`src/rtl/nn_pkg.sv`:
```
// Shared types and defaults for the neuron sequencer and its datapath.
package nn_pkg;

  localparam int ACC_W_DEF = 12;
  localparam int LEN_W_DEF = 8;

  typedef enum logic [2:0] {
    ST_IDLE  = 3'd0,
    ST_CLEAR = 3'd1,
    ST_ACC   = 3'd2,
    ST_DRAIN = 3'd3,
    ST_OUT   = 3'd4
  } state_e;

  function automatic logic is_busy(input state_e s);
    return (s != ST_IDLE);
  endfunction

endpackage

```
`src/rtl/neuron_seq_term_cnt.sv`:
```
// Remaining-term counter: loads the term count, decrements per transfer, flags the last term.
module term_cnt #(
  parameter int LEN_W = 8
) (
  input  logic             clk,
  input  logic             rst,
  input  logic             load_i,
  input  logic [LEN_W-1:0] len_i,
  input  logic             dec_i,
  output logic             last_o
);

  logic [LEN_W-1:0] cnt_q;
  logic [LEN_W-1:0] cnt_d;

  // A decrement at zero is held off so the count can never wrap.
  always_comb begin
    cnt_d = cnt_q;
    if (load_i) begin
      cnt_d = len_i;
    end else if (dec_i && (cnt_q != {LEN_W{1'b0}})) begin
      cnt_d = cnt_q - LEN_W'(1);
    end else begin
      cnt_d = cnt_q;
    end
  end

  always_ff @(posedge clk) begin
    if (!rst) begin
      cnt_q <= {LEN_W{1'b0}};
    end else begin
      cnt_q <= cnt_d;
    end
  end

  assign last_o = (cnt_q == LEN_W'(1));

endmodule

```
`src/rtl/neuron_seq.sv`:
```
// Sequencer for one neuron evaluation: clears the accumulator, streams operand
// pairs into the datapath, then captures and hands off the activated result.
module neuron_seq
  import nn_pkg::*;
#(
  parameter int ACC_W = ACC_W_DEF,
  parameter int LEN_W = LEN_W_DEF
) (
  input  logic             clk,
  input  logic             rst,
  input  logic             start,
  input  logic [LEN_W-1:0] len,
  input  logic             in_valid,
  output logic             in_ready,
  input  logic             in_x,
  input  logic             in_w,
  output logic             calc_1,
  output logic             calc_in,
  output logic             calc_en,
  output logic             calc_rst,
  input  logic             agg_out_acted,
  output logic             out_valid,
  input  logic             out_ready,
  output logic             out_bit,
  output logic             busy
);

  // ACC_W sizes the companion datapath; the sequencer itself is width-agnostic.
  if (ACC_W < 1) begin : g_bad_acc_w
  end

  state_e state_q;
  state_e state_d;
  logic   out_bit_q;
  logic   out_bit_d;
  logic   cnt_load_s;
  logic   xfer_s;
  logic   cnt_last_s;

  term_cnt #(.LEN_W(LEN_W)) u_term_cnt (
    .clk    (clk),
    .rst    (rst),
    .load_i (cnt_load_s),
    .len_i  (len),
    .dec_i  (xfer_s),
    .last_o (cnt_last_s)
  );

  always_comb begin
    state_d    = state_q;
    out_bit_d  = out_bit_q;
    cnt_load_s = 1'b0;
    xfer_s     = 1'b0;
    case (state_q)
      ST_IDLE: begin
        if (start && (len != {LEN_W{1'b0}})) begin
          cnt_load_s = 1'b1;
          state_d    = ST_CLEAR;
        end else begin
          state_d = ST_IDLE;
        end
      end
      ST_CLEAR: state_d = ST_ACC;
      ST_ACC: begin
        if (in_valid) begin
          xfer_s = 1'b1;
          if (cnt_last_s) begin
            state_d = ST_DRAIN;
          end else begin
            state_d = ST_ACC;
          end
        end else begin
          state_d = ST_ACC;
        end
      end
      // The datapath has absorbed the last term by now, so its activation is final.
      ST_DRAIN: begin
        out_bit_d = agg_out_acted;
        state_d   = ST_OUT;
      end
      ST_OUT: begin
        if (out_ready) begin
          state_d = ST_IDLE;
        end else begin
          state_d = ST_OUT;
        end
      end
      default: state_d = ST_IDLE;
    endcase
  end

  always_ff @(posedge clk) begin
    if (!rst) begin
      state_q   <= ST_IDLE;
      out_bit_q <= 1'b0;
    end else begin
      state_q   <= state_d;
      out_bit_q <= out_bit_d;
    end
  end

  // Everything is qualified by rst so a mid-evaluation reset silences the datapath at once.
  assign in_ready  = rst & (state_q == ST_ACC);
  assign calc_en   = rst & xfer_s;
  assign calc_1    = calc_en & in_x;
  assign calc_in   = calc_en & in_w;
  assign calc_rst  = rst & (state_q != ST_CLEAR);
  assign out_valid = rst & (state_q == ST_OUT);
  assign out_bit   = out_bit_q;
  assign busy      = rst & is_busy(state_q);

endmodule
```
`config.mk`:
```
export PLATFORM = sky130hd
export DESIGN_NAME = neuron_seq
export DESIGN_NICKNAME = d
export VERILOG_FILES = /design/src/rtl/nn_pkg.sv /design/src/rtl/neuron_seq_term_cnt.sv /design/src/rtl/neuron_seq.sv
export SDC_FILE = /design/constraint.sdc
export NUM_CORES = 1
export LEC_CHECK = 0
export BUFFER_PORTS_ARGS = -buffer_cell sky130_fd_sc_hd__buf_4
export CELL_PAD_IN_SITES_DETAIL_PLACEMENT = 1
export CELL_PAD_IN_SITES_GLOBAL_PLACEMENT = 1
export CORE_ASPECT_RATIO = 1.5
export CORE_UTILIZATION = 37
export CTS_BUF_LIST = sky130_fd_sc_hd__clkbuf_16
export CTS_CLUSTER_SIZE = 25
export DETAILED_ROUTE_END_ITERATION = 16
export PLACE_DENSITY = 0.83
export SLEW_MARGIN = 20
export SYNTH_ARGS = -nofsm -noshare
export SYNTH_HDL_FRONTEND = slang
export SYNTH_SLANG_ARGS = --single-unit
```
`constraint.sdc`:
```
create_clock -name clk -period 2.3 [get_ports clk]
set_input_delay 0.46 -clock clk [delete_from_list [all_inputs] [get_ports clk]]
set_output_delay 0.46 -clock clk [all_outputs]
set_load 0.01 [all_outputs]
```
==> impl_metrics.toml <==
[power]
max-vdd-ir-drop_uv = 405.3
pwr-share-clk = 0.410
p_leak_nw = 0.4474
p_sw_frac = 0.3090
p_per_area_nw_per_um2 = 720.2
combPwrFrac = 0.262
intPower_mw = 0.5573
p_seq_frac = 0.329
p_sw_mw = 0.2492
p_total_mw = 0.8065

[synthesis]
yosysTopAreaCell = "dfxtp_1"
syn_area_um2 = 895.9
yosysMostFrequentCell = "dfxtp_1"
synth_flop_cell = "dfxtp_1"
avgSynthCellArea_um2 = 8.783
synthCells = 102
yosysWarnings = 0
synth_area_leaders = "dfxtp_1, clkbuf_8, ha_1"
ys_seq_area_frac = 0.2682
ys_ff_latch = 12
synth_edf_count = 0
async_flop_share = 0
synth_top_area_frac = 0.2682
syn_nets = 121
synthTopCellsByCount = "dfxtp_1, nand2_1, a21oi_1, nand3_1, nor2_1"
ys_types = 39

[sta]
tns_ns = 0
slew_violations = 0
layout_min_cycle_time_ns = 2.080
whs_ns = 0.4581
fmax_ghz = 0.4807
min_period_over_period = 0.9045
rsz0062_at_grt = "false"
worst_slack_ns = 0.2195
worst_pin_slew_ns = 0.5411
setup_viol = 0
hold_viol_final = 0
fin_skew_ns = 0.002142
maxSlewHeadroom = 0.6377

[floorplanning]
coreArea_um2 = 2260
die_x_um = 42.18
start_util = 0.3965
die-area_um2 = 2626
io_pins = 24
die_height_um = 62.27
rows = 21

[routing]
avgViaCountPerCell = 6.162
firstDrtPassIters = 4
drt-initial-drc-count = 12
routedWlPerCell_um = 17.11
drt-total-wl_um = 2533
drtAntennaViolNets = 0
drt_drc_violations_left = 0
num_vias = 912

[place]
placed_cells_incl_taps = 144
pre_cts_slack_ns = 0.3589
numPortBuffers = 23
hpwl_um = 1868
dpl_cell_area_um2 = 1041
place_congestion = 0.8992

[worst_setup_path]
cp_max_fo = 10
path_class = "reg2out"
cp.arrival_ns = 1.62
worstPathRequired_ns = 1.84
worst_setup_path_end_kind = "primary output"
crit_family = "simple AND/OR/NAND/NOR gates"
cp-start-kind = "flip-flop"
slowest_delay_ns = 0.59
path_cells = "nor4bb_1 -> and3_1 -> buf_4"
slowest_stage = "dfxtp_1"
cp.buffers_inverters = 1

[global_routing]
antenna_found_initial = 0
gr-max-usage-layer = "met2"
grt_usage = 0.2102
grt_pass1_wl_um = 4229
grt_max_degree = 16
grt_remaining_overflow = 0
grtUsageMet3 = 0.02907
grt_pass1_vias = 892
grtUsageMet2 = 0.3673
met1_usage = 0.2316

[finish]
multi_input_area_um2 = 576.8
nFillCells = 272
layoutNonFillerInstCount = 148
seq_area_um2 = 240.2
area_delta_synth_final_pct = 25.00
stdcell_area_um2 = 1120
drive_gt1_frac = 0.2880
postLayoutCoreUtil = 0.4956
nets = 145
num_antenna_cells = 0

[cts]
cts_setup_buffers = 0
cts.sinks = 12
root_buffer = "clkbuf_16"
clk_pin_slew_worst_paths_ns = 0.05
ctsHoldBuffers = 0
clockBufferDepth = 2
cts-resized-gates = 0
insertion_delay_ns = 0.24
htreeDepth = 1
cts_buffers = 3
tritoncts = "yes"

[run_status]
outcome = "completed"

[min_path]
hp-class = "in2reg"

[flow_run]
cap_violations = 0
-- area by class of cell --
type,instances,area share
clock buffer,3,0.06704
clock inverter,1,0.003352
inverter,4,0.01341
multi-input combinational,81,0.5151
sequential,12,0.2145
tap,23,0.02570
timing repair buffer,24,0.1609
-- registers in the layout, summed over array words and instances (netlist names) --
| name | count |
|---|---|
| out_bit | 1 |
| state_q | 3 |
| u_term_cnt.cnt_q | 8 |
-- final timing paths --
check | from | end | slack (ns) | depth (start not counted)
hold / removal | agg_out_acted | out_bit$_SDFFE_PN0N_ | 0.46 | 3
hold reg to reg | out_bit$_SDFFE_PN0N_ | out_bit$_SDFFE_PN0N_ | 0.51 | 2
setup / recovery | state_q[1]$_SDFF_PN0_ | calc_1 | 0.22 | 3
setup reg to reg | u_term_cnt.cnt_q[0]$_SDFFE_PN0P_ | u_term_cnt.cnt_q[2]$_SDFFE_PN0P_ | 0.35 | 6
-- power groups by stage --
stage	Clock [mW]	Combinational (mW)	Sequential [mW]
2_1_floorplan	0	0.165	0.248
3_5_place_dp	0	0.208	0.267
5_1_grt	0.349	0.233	0.269
3_3_place_gp	0	0.201	0.267
4_1_cts	0.335	0.212	0.264
6_report	0.330	0.211	0.265
-- routing by layer --
layer | wire [um] | vias to the layer above
met5 | 0 | -
met4 | 99 | 0
met3 | 102 | 9
met2 | 1341 | 31
met1 | 989 | 434
li1 | - | 438
-- cells by family (layout without fill, tap and decap cells) --
kind of cell / Yosys count / in the layout / share of synthesized area
AND/OR/NAND/NOR: 48 / 48 / 0.3519
AO/OA/AOI/OAI: 27 / 27 / 0.2179
multiplexers: 2 / 2 / 0.02235
XOR/XNOR: 1 / 1 / 0.009778
adder cells (fa/ha/maj): 3 / 3 / 0.04190
flip-flops: 12 / 12 / 0.2682
buffers and inverters: 9 / 32 / 0.08798
-- cell usage in the layout, fill, tap and decap left out, types with 2 or more instances in the layout --
| master | Yosys | final |
|---|---|---|
| buf_4 | 0 | 24 |
| dfxtp_1 | 12 | 12 |
| nand2_1 | 10 | 10 |
| nor2_1 | 6 | 6 |
| a21oi_1 | 6 | 6 |
| nand3_1 | 6 | 6 |
| inv_1 | 4 | 4 |
| and3_1 | 4 | 4 |
| nor3_1 | 4 | 4 |
| o21ai_0 | 4 | 4 |
| a31oi_1 | 4 | 4 |
| ha_1 | 3 | 3 |
| clkbuf_16 | 0 | 3 |
| or4_1 | 2 | 2 |
| nor3b_1 | 2 | 2 |
| nand3b_1 | 2 | 2 |
| mux2i_1 | 2 | 2 |
| nor4_1 | 2 | 2 |
| a32oi_1 | 2 | 2 |
| nor2b_1 | 2 | 2 |
| a21oi_2 | 2 | 2 |
-- worst register-to-register path: cells and delay by family (launching register included) --
kind / cells / cell delay (ns)
fa+ha+maj: 1 / 0.19
buf+inv: 1 / 0.14
flops: 1 / 0.36
simple gates: 1 / 0.47
compound gates: 3 / 0.66
Power figures use the tool's default switching activity.
